[src/rtl/fetch_unit_if.sv]
// Fetch-stage bus bundle: instruction-memory request/response, redirect
// from execute, and the valid/ready feed toward decode.
interface fetch_unit_if #(
  parameter int ADDR_W = 32
);
  logic              imem_req_valid;
  logic              imem_req_ready;
  logic [ADDR_W-1:0] imem_req_addr;
  logic              imem_resp_valid;
  logic [31:0]       imem_resp_data;
  logic              redirect_valid;
  logic [ADDR_W-1:0] redirect_pc;
  logic              if_valid;
  logic              if_ready;
  logic [ADDR_W-1:0] if_pc;
  logic [31:0]       if_instr;

  modport master (
    output imem_req_valid, imem_req_addr, if_valid, if_pc, if_instr,
    input  imem_req_ready, imem_resp_valid, imem_resp_data,
           redirect_valid, redirect_pc, if_ready
  );

  modport slave (
    input  imem_req_valid, imem_req_addr, if_valid, if_pc, if_instr,
    output imem_req_ready, imem_resp_valid, imem_resp_data,
           redirect_valid, redirect_pc, if_ready
  );
endinterface

[src/rtl/fetch_unit.sv]
// Instruction fetch: sequential PC generation, single outstanding imem request,
// prefetch FIFO of {pc, instr} toward decode, redirect flush of stale fetches.
module fetch_unit #(
  parameter int                ADDR_W     = 32,
  parameter logic [ADDR_W-1:0] RESET_PC   = '0,
  parameter int                FIFO_DEPTH = 4
) (
  input  logic          clock,
  input  logic          reset,
  fetch_unit_if.master  bus
);
  localparam int PTR_W = $clog2(FIFO_DEPTH);
  localparam int CNT_W = PTR_W + 1;

  typedef enum logic [1:0] {S_REQ, S_WAIT, S_FLUSH} state_t;

  state_t            state_q, state_d;
  logic [ADDR_W-1:0] fetch_pc_q, fetch_pc_d;
  logic [ADDR_W-1:0] req_pc_q, req_pc_d;
  logic [CNT_W-1:0]  count_q, count_d;
  logic [PTR_W-1:0]  rd_ptr_q, rd_ptr_d;
  logic [PTR_W-1:0]  wr_ptr_q, wr_ptr_d;
  logic [ADDR_W-1:0] fifo_pc_q    [FIFO_DEPTH];
  logic [31:0]       fifo_instr_q [FIFO_DEPTH];

  logic              req_fire, push, pop;
  logic [ADDR_W-1:0] redir_aligned;

  assign redir_aligned = bus.redirect_pc & ~ADDR_W'(3);
  assign req_fire      = bus.imem_req_valid && bus.imem_req_ready;
  // A response racing a redirect belongs to the old path and is dropped.
  assign push          = (state_q == S_WAIT) && bus.imem_resp_valid && !bus.redirect_valid;
  assign pop           = bus.if_valid && bus.if_ready;

  always_ff @(posedge clock or negedge reset) begin
    if (!reset) begin
      state_q    <= S_REQ;
      fetch_pc_q <= RESET_PC;
      req_pc_q   <= RESET_PC;
      count_q    <= '0;
      rd_ptr_q   <= '0;
      wr_ptr_q   <= '0;
    end else begin
      state_q    <= state_d;
      fetch_pc_q <= fetch_pc_d;
      req_pc_q   <= req_pc_d;
      count_q    <= count_d;
      rd_ptr_q   <= rd_ptr_d;
      wr_ptr_q   <= wr_ptr_d;
    end
  end

  always_ff @(posedge clock) begin
    if (push) begin
      fifo_pc_q[wr_ptr_q]    <= req_pc_q;
      fifo_instr_q[wr_ptr_q] <= bus.imem_resp_data;
    end
  end

  always_comb begin
    state_d = state_q;
    if (bus.redirect_valid) begin
      // Still waiting on memory means the in-flight word must be swallowed.
      state_d = (state_q != S_REQ && !bus.imem_resp_valid) ? S_FLUSH : S_REQ;
    end else begin
      case (state_q)
        S_REQ:   if (req_fire)            state_d = S_WAIT;
        S_WAIT:  if (bus.imem_resp_valid) state_d = S_REQ;
        S_FLUSH: if (bus.imem_resp_valid) state_d = S_REQ;
        default:                          state_d = S_REQ;
      endcase
    end
  end

  always_comb begin
    bus.imem_req_valid = reset && (state_q == S_REQ) && !bus.redirect_valid &&
                         (count_q < CNT_W'(FIFO_DEPTH));
    bus.imem_req_addr  = fetch_pc_q;
    bus.if_valid       = (count_q != '0);
    bus.if_pc          = fifo_pc_q[rd_ptr_q];
    bus.if_instr       = fifo_instr_q[rd_ptr_q];
  end

  always_comb begin
    fetch_pc_d = fetch_pc_q;
    req_pc_d   = req_pc_q;
    count_d    = count_q;
    rd_ptr_d   = rd_ptr_q;
    wr_ptr_d   = wr_ptr_q;
    if (req_fire) begin
      fetch_pc_d = fetch_pc_q + ADDR_W'(4);
      req_pc_d   = fetch_pc_q;
    end
    if (bus.redirect_valid) begin
      fetch_pc_d = redir_aligned;
      count_d    = '0;
      rd_ptr_d   = '0;
      wr_ptr_d   = '0;
    end else begin
      if (push) wr_ptr_d = wr_ptr_q + PTR_W'(1);
      if (pop)  rd_ptr_d = rd_ptr_q + PTR_W'(1);
      case ({push, pop})
        2'b10:   count_d = count_q + CNT_W'(1);
        2'b01:   count_d = count_q - CNT_W'(1);
        default: count_d = count_q;
      endcase
    end
  end
endmodule

[src/flat_wrapper.sv]
// flat-port wrapper written by rule: the top's interface ports become plain ports
module fetch_unit_flat 
#(
  parameter int                ADDR_W     = 32,
  parameter logic [ADDR_W-1:0] RESET_PC   = '0,
  parameter int                FIFO_DEPTH = 4
)
  (clock, reset, bus_imem_req_valid, bus_imem_req_addr, bus_if_valid, bus_if_pc, bus_if_instr, bus_imem_req_ready, bus_imem_resp_valid, bus_imem_resp_data, bus_redirect_valid, bus_redirect_pc, bus_if_ready);
  fetch_unit_if #(.ADDR_W(ADDR_W)) bus_i ();
  input  logic clock;
  input  logic reset;
  output wire logic [$bits(bus_i.imem_req_valid)-1:0] bus_imem_req_valid;
  output wire logic [$bits(bus_i.imem_req_addr)-1:0] bus_imem_req_addr;
  output wire logic [$bits(bus_i.if_valid)-1:0] bus_if_valid;
  output wire logic [$bits(bus_i.if_pc)-1:0] bus_if_pc;
  output wire logic [$bits(bus_i.if_instr)-1:0] bus_if_instr;
  input wire logic [$bits(bus_i.imem_req_ready)-1:0] bus_imem_req_ready;
  input wire logic [$bits(bus_i.imem_resp_valid)-1:0] bus_imem_resp_valid;
  input wire logic [$bits(bus_i.imem_resp_data)-1:0] bus_imem_resp_data;
  input wire logic [$bits(bus_i.redirect_valid)-1:0] bus_redirect_valid;
  input wire logic [$bits(bus_i.redirect_pc)-1:0] bus_redirect_pc;
  input wire logic [$bits(bus_i.if_ready)-1:0] bus_if_ready;
  assign bus_imem_req_valid = bus_i.imem_req_valid;
  assign bus_imem_req_addr = bus_i.imem_req_addr;
  assign bus_if_valid = bus_i.if_valid;
  assign bus_if_pc = bus_i.if_pc;
  assign bus_if_instr = bus_i.if_instr;
  assign bus_i.imem_req_ready = bus_imem_req_ready;
  assign bus_i.imem_resp_valid = bus_imem_resp_valid;
  assign bus_i.imem_resp_data = bus_imem_resp_data;
  assign bus_i.redirect_valid = bus_redirect_valid;
  assign bus_i.redirect_pc = bus_redirect_pc;
  assign bus_i.if_ready = bus_if_ready;
  fetch_unit #(.ADDR_W(ADDR_W), .RESET_PC(RESET_PC), .FIFO_DEPTH(FIFO_DEPTH)) u_core (.clock(clock), .reset(reset), .bus(bus_i));
endmodule
[config.mk]
export PLATFORM = sky130hd
export DESIGN_NAME = fetch_unit_flat
export DESIGN_NICKNAME = d
export VERILOG_FILES = /design/src/rtl/fetch_unit_if.sv /design/src/rtl/fetch_unit.sv /design/src/flat_wrapper.sv
export SDC_FILE = /design/constraint.sdc
export NUM_CORES = 1
export LEC_CHECK = 0
export ABC_AREA = 1
export CORE_AREA = 5 5 183 220
export DETAILED_ROUTE_END_ITERATION = 8
export DIE_AREA = 0 0 188 225
export HOLD_SLACK_MARGIN = 0.15
export PLACE_DENSITY_LB_ADDON = 0.12
export RECOVER_POWER = 100
export SYNTH_ARGS = -nofsm -noshare
export SYNTH_HDL_FRONTEND = slang
export SYNTH_SLANG_ARGS = --single-unit
[constraint.sdc]
create_clock -name clock -period 3.6 [get_ports clock]
set_input_delay 0.72 -clock clock [delete_from_list [all_inputs] [get_ports clock]]
set_output_delay 0.72 -clock clock [all_outputs]
set_load 0.05 [all_outputs]
[Yosys cells after proc, flatten, opt, wreduce, memory -nomap -nowiden]
Memories as Yosys holds them, arrays and structs flattened.
Cells that the tools add are included.
Word-level totals
  word-level logic and storage cells: 54
  input bits: 70
  ROM bits: 0
  register bits after elaboration: 73
  output and inout port bits: 98
  memories kept: 2
  bits in latches: 0
  RAM bits: 256
Cells by class
  bitwise gates (word level): 0
  add/sub/neg operators: 5
  multipliers: 0
  div/mod/pow operators: 0
  multiplexer cells: 15
  shift-type cells: 0
  magnitude comparators: 1
  reduce and logical (&&, ||, !) cells: 19
  equal/unequal tests: 6
Memories
  u_core.fifo_instr_q: words 4, width 32, rd ports 1, clocked after memory_dff 0, write ports 1, line fetch_unit.sv:24  | logic [31:0] fifo_instr_q [FIFO_DEPTH];
  u_core.fifo_pc_q: words 4, width 32, rd ports 1, clocked after memory_dff 0, write ports 1, line fetch_unit.sv:23  | logic [ADDR_W-1:0] fifo_pc_q [FIFO_DEPTH];
Operators by type and width (number)
  2-to-1 mux 32 bit: 2
  adder 32 x 3 -> 32 bit (second input constant): 1
  2-to-1 mux 2 bit: 8
  logical AND 1 bit: 8
  nonzero test 2 bit: 4
  one-hot mux 3 bit (2 select lines): 1
  nonzero test 3 bit: 2
  adder 2 x 1 -> 2 bit (second input constant): 2
  equality test 2 x 1 -> 1 bit (second input constant): 2
  equality test 2 bit (second input constant): 2
  one-hot mux 2 bit (2 select lines): 1
  adder 3 x 1 -> 3 bit (second input constant): 1
  less-than comparator 3 bit (second input constant): 1
  2-to-1 mux 3 bit: 1
  inequality test 3 x 1 -> 1 bit (second input constant): 1
  inequality test 3 x 2 -> 1 bit (second input constant): 1
  subtractor 3 x 1 -> 3 bit (second input constant): 1
  logical NOT 1 bit: 2
  logical NOT 2 bit: 1
  2-to-1 mux 1 bit: 2
  AND reduction 2 bit: 1
  OR reduction 2 bit: 1

[Longest topological paths before layout]
  word-level depth: 8
  depth in mapped cells: 10

[Least setup slack after synthesis]
OpenSTA, ideal clock, no wires.
  path kind: input-to-reg
  start point: input bus_redirect_valid
  end point: memory u_core.fifo_instr_q[0][0] (enable)
  path slack: -0.544 ns
  data required time: 3.118 ns
  setup time: 0.482 ns
  arrival: 3.662 ns
  path buffers: 1
  cell stages on the path: 4
  cell sequence: buf_4 -> inv_6 -> nand3_2 -> nor2_1
Between the ends
  longest elaborated chain between the ends: 4
Ends and longest elaborated chain
  start, declared: line flat_wrapper.sv:20  | input wire logic [$bits(bus_i.redirect_valid)-1:0] bus_redirect_valid;
  logical NOT 1 bit: line fetch_unit.sv:32  | assign push = (state_q == S_WAIT) && bus.imem_resp_valid && !bus.redirect_valid;
  logical AND 1 bit: line fetch_unit.sv:32
  2-to-1 mux 1 bit: line fetch_unit.sv:54  | if (push) begin
  2-to-1 mux 1 bit (implied by the code): line fetch_unit.sv:56  | fifo_instr_q[wr_ptr_q] <= bus.imem_resp_data;
  end, declared: line fetch_unit.sv:24
Every way passes these cells.

[Worst setup path after layout]
  start point: register u_core.rd_ptr_q[0]
  end point: output bus_if_pc[25]
Between the ends
  longest elaborated chain between the ends: 1
Ends and longest elaborated chain
  start, declared: line fetch_unit.sv:21  | logic [PTR_W-1:0] rd_ptr_q, rd_ptr_d;
  start signal, assigned: line fetch_unit.sv:48  | rd_ptr_q <= rd_ptr_d;
  memory read (4 x 32 bit)
  end, declared: line flat_wrapper.sv:15  | output wire logic [$bits(bus_i.if_pc)-1:0] bus_if_pc;
Every way passes these cells.

==> impl_metrics.yaml <==
run_status:
  outcome: "finished clean"
finish:
  nNetsFinal: 1386
  drive_above_1_share_pct: 10.52
  layout.cells.non_filler: 1811
  layout_commonest_cell: "edfxtp_1"
  area.growth.synth_to_final_pct: 21.80
  mostFrequentLayoutCells: "edfxtp_1, nor2_1, o21ai_0"
  n_fill_cell: 3634
  antennaDiodeCount: 0
logic_synthesis:
  post-synth-top-area-cell: "edfxtp_1"
  synth-seq-cells: 317
  syn_avg_cell_area_um2: 11.34
  synth_top_area_share_pct: 57.07
  synth_cell_types: 36
  synth.area.top_cells: "edfxtp_1, dfrtp_1, o21ai_0"
  syn-instance-count: 1151
  synth_sequential_area_ratio_pct: 70.30
  synthesis.area_um2: 13050
  yosysWarnings: 0
grt:
  grtUsageTotal_pct: 14.98
  grt_antenna_before_repair: 0
  grt_max_degree: 123
  grt_first_pass_wirelength_um: 50190
  grt.overflow.total: 0
  number_of_global_route_vias_before_repair: 8783
worst_setup_path:
  cell_depth_of_the_worst_flop_to_flop_path: 10
  crit-reg2reg-capture: "u_core.bus.imem_req_addr[21]"
  critical_path.max_fanout: 122
  worst_setup_path_startpoint: "u_core.rd_ptr_q[0]"
  timing_worst_setup_path_type: "flop to primary output"
  critical_path.endpoint: "bus_if_pc[25]"
  timing.critical_path.arrival_ps: 2530
  worst_r2r_startpoint: "u_core.state_q[0]"
  worstSetupEndpointType: "primary output"
  worstPathRequired_ps: 2880
  worstSetupStartpointType: "flop"
  r2r_setup_slack_ps: 1000
clock_network:
  cts_made_buffers: 35
  insertion_delay_ps: 510
  post_cts.resized_instances: 0
  cts_hold_buffers: 0
  numClockSinks: 317
  cts_post_setup_buffers_inserted: 0
  ctsRootBufferMaster: "clkbuf_16"
  clk_path_buf_depth: 3
  htree_num_levels: 2
  clk_pin_slew_ps: 60
  tritoncts: "done"
sta:
  slew_headroom_pct: 5.420
  max_slew.worst_pin.slew_ps: 1419
  finalSetupViolCount: 0
  layout_min_cycle_time_ps: 3253
  drv_slew: 0
  grt_setup_unrepaired: "false"
  finalHoldViolations: 0
  setup_ws_ps: 346.7
  fmaxAchievable_mhz: 307.4
  worst_clock_skew_ps: 12.92
  final_min_period_over_clock_period_pct: 90.37
flow_run:
  max_capacitance_violation_count: 0
power:
  netSwitchingFraction_pct: 35.98
  static_leak_uw: 0.005944
  net_sw_power_uw: 4043
  comb_power_share_pct: 27.0
  internal_power_uw: 7194
  clkPwrFrac_pct: 30.1
  fin_total_pwr_uw: 11240
  peakVddDrop_mv: 0.2699
  sequentialPowerShare_pct: 43.0
  power_density_nw_per_um2: 707.0
floorplanning:
  initial_core_utilization_pct: 34.64
  core.rowCount: 78
  coreArea_um2: 37670
  die_width_um: 188
  overall_die_area_um2: 42300
  ioPinCount: 168
  die_height_um: 225
detailed_routing:
  drt_drc_violations_left: 0
  route.detailed.wl_per_inst_um: 17.75
  routed_via_density: 4.840
  drtPass1Iterations: 4
  route.vias.total: 8765
  detailedRoute.firstIterationViolations: 437
  routed_wirelength_um: 32140
  drtAntennaViolNets: 0
place:
  post-dp-hpwl_um: 19730
  io_buffers: 161
  placed_instances: 1751
  routabilityCongestion: 0.8343
  detailedPlace.worstSlack_ps: 542.9
min_path:
  holdCritPathClass: "flop to flop"
per-layer routing:
layer  up-vias  part of all wire [%]  track usage (%)
met5         -                     0                0
met4         0                   3.0            5.590
met3        46                   4.5            2.959
met2       205                    48            24.97
met1      4179                    45            19.49
li1       4335                     -                -
how the worst min path moves through the flow:
stage                             start                           end  slack, ps  depth (start not counted)
finish               u_core.req_pc_q[9]        u_core.fifo_pc_q[2][9]        520                          0
global route         u_core.req_pc_q[9]        u_core.fifo_pc_q[2][9]        540                          0
CTS                               reset   u_core.bus.imem_req_addr[6]        360                          2
detailed placement  u_core.req_pc_q[11]       u_core.fifo_pc_q[2][11]        510                          0
global placement    u_core.req_pc_q[11]       u_core.fifo_pc_q[1][11]        500                          0
floorplan                         reset  u_core.bus.imem_req_addr[10]        420                          0
sequential cells by signal (all words and copies together) (netlist names):
register / flops
u_core.fifo_instr_q: 128
u_core.state_q: 2
u_core.req_pc_q: 30
u_core.count_q: 3
u_core.bus.imem_req_addr: 30
u_core.rd_ptr_q: 2
u_core.fifo_pc_q: 120
u_core.wr_ptr_q: 2
final cells by class:
type	instances	area [µm²]	area share (%)
Inverter	72	277.8	1.748
Multi-Input combinational cell	703	3298	20.75
Clock buffer	43	968.4	6.093
Clock inverter	17	122.6	0.7715
Timing Repair Buffer	179	1448	9.108
Sequential cell	317	9179	57.75
Tap cell	480	600.6	3.779
power groups by stage:
stage	clock, µW	combinational (µW)	sequential [µW]
final	3380	3030	4830
after global placement	0	3320	4900
after global routing	3650	3320	4890
after floorplan	0	2080	4950
after detailed placement	0	3330	4910
after CTS	3490	3340	4830
synthesized netlist by cell type (all sizes together):
library cell	count
o22ai	63
clkbuf	39
fa	1
nand4	3
a21oi	2
conb	1
clkinv	1
nor3	3
edfxtp	248
dfrtp	69
nand2	173
a22oi	1
xor2	6
o21ai	178
ha	7
nor2	182
nand3	71
and2	1
buf	23
nand3b	2
inv	71
o211ai	6
cell families after synthesis:
kind of cell | synth area share [%]
simple gates | 13.70
flops | 70.30
compound gates | 10.41
buf+inv | 4.324
fa+ha+maj | 0.8246
xor+xnor | 0.4027
other cells | 0.02874
worst max-delay path, cell delays in order (launching register included):
cell	delay [ps]
dfrtp_4	460
buf_6	650
o21ai_0	210
o22ai_1	320
clkbuf_2	340
metrics by stage:
stage | utilization [%] | hold WS, ps | area (µm²) | TNS [ps]
after floorplan | - | 424.4 | 13060 | -134870
final | 42.19 | 522.2 | 15890 | 0
after global placement | 39.97 | 500.5 | 15060 | 0
after global routing | 42.19 | 544.4 | 15890 | 0
after CTS | 42.87 | 360.1 | 16150 | 0
after detailed placement | 39.97 | 508.7 | 15060 | 0
(Power assumes the default switching activity.)
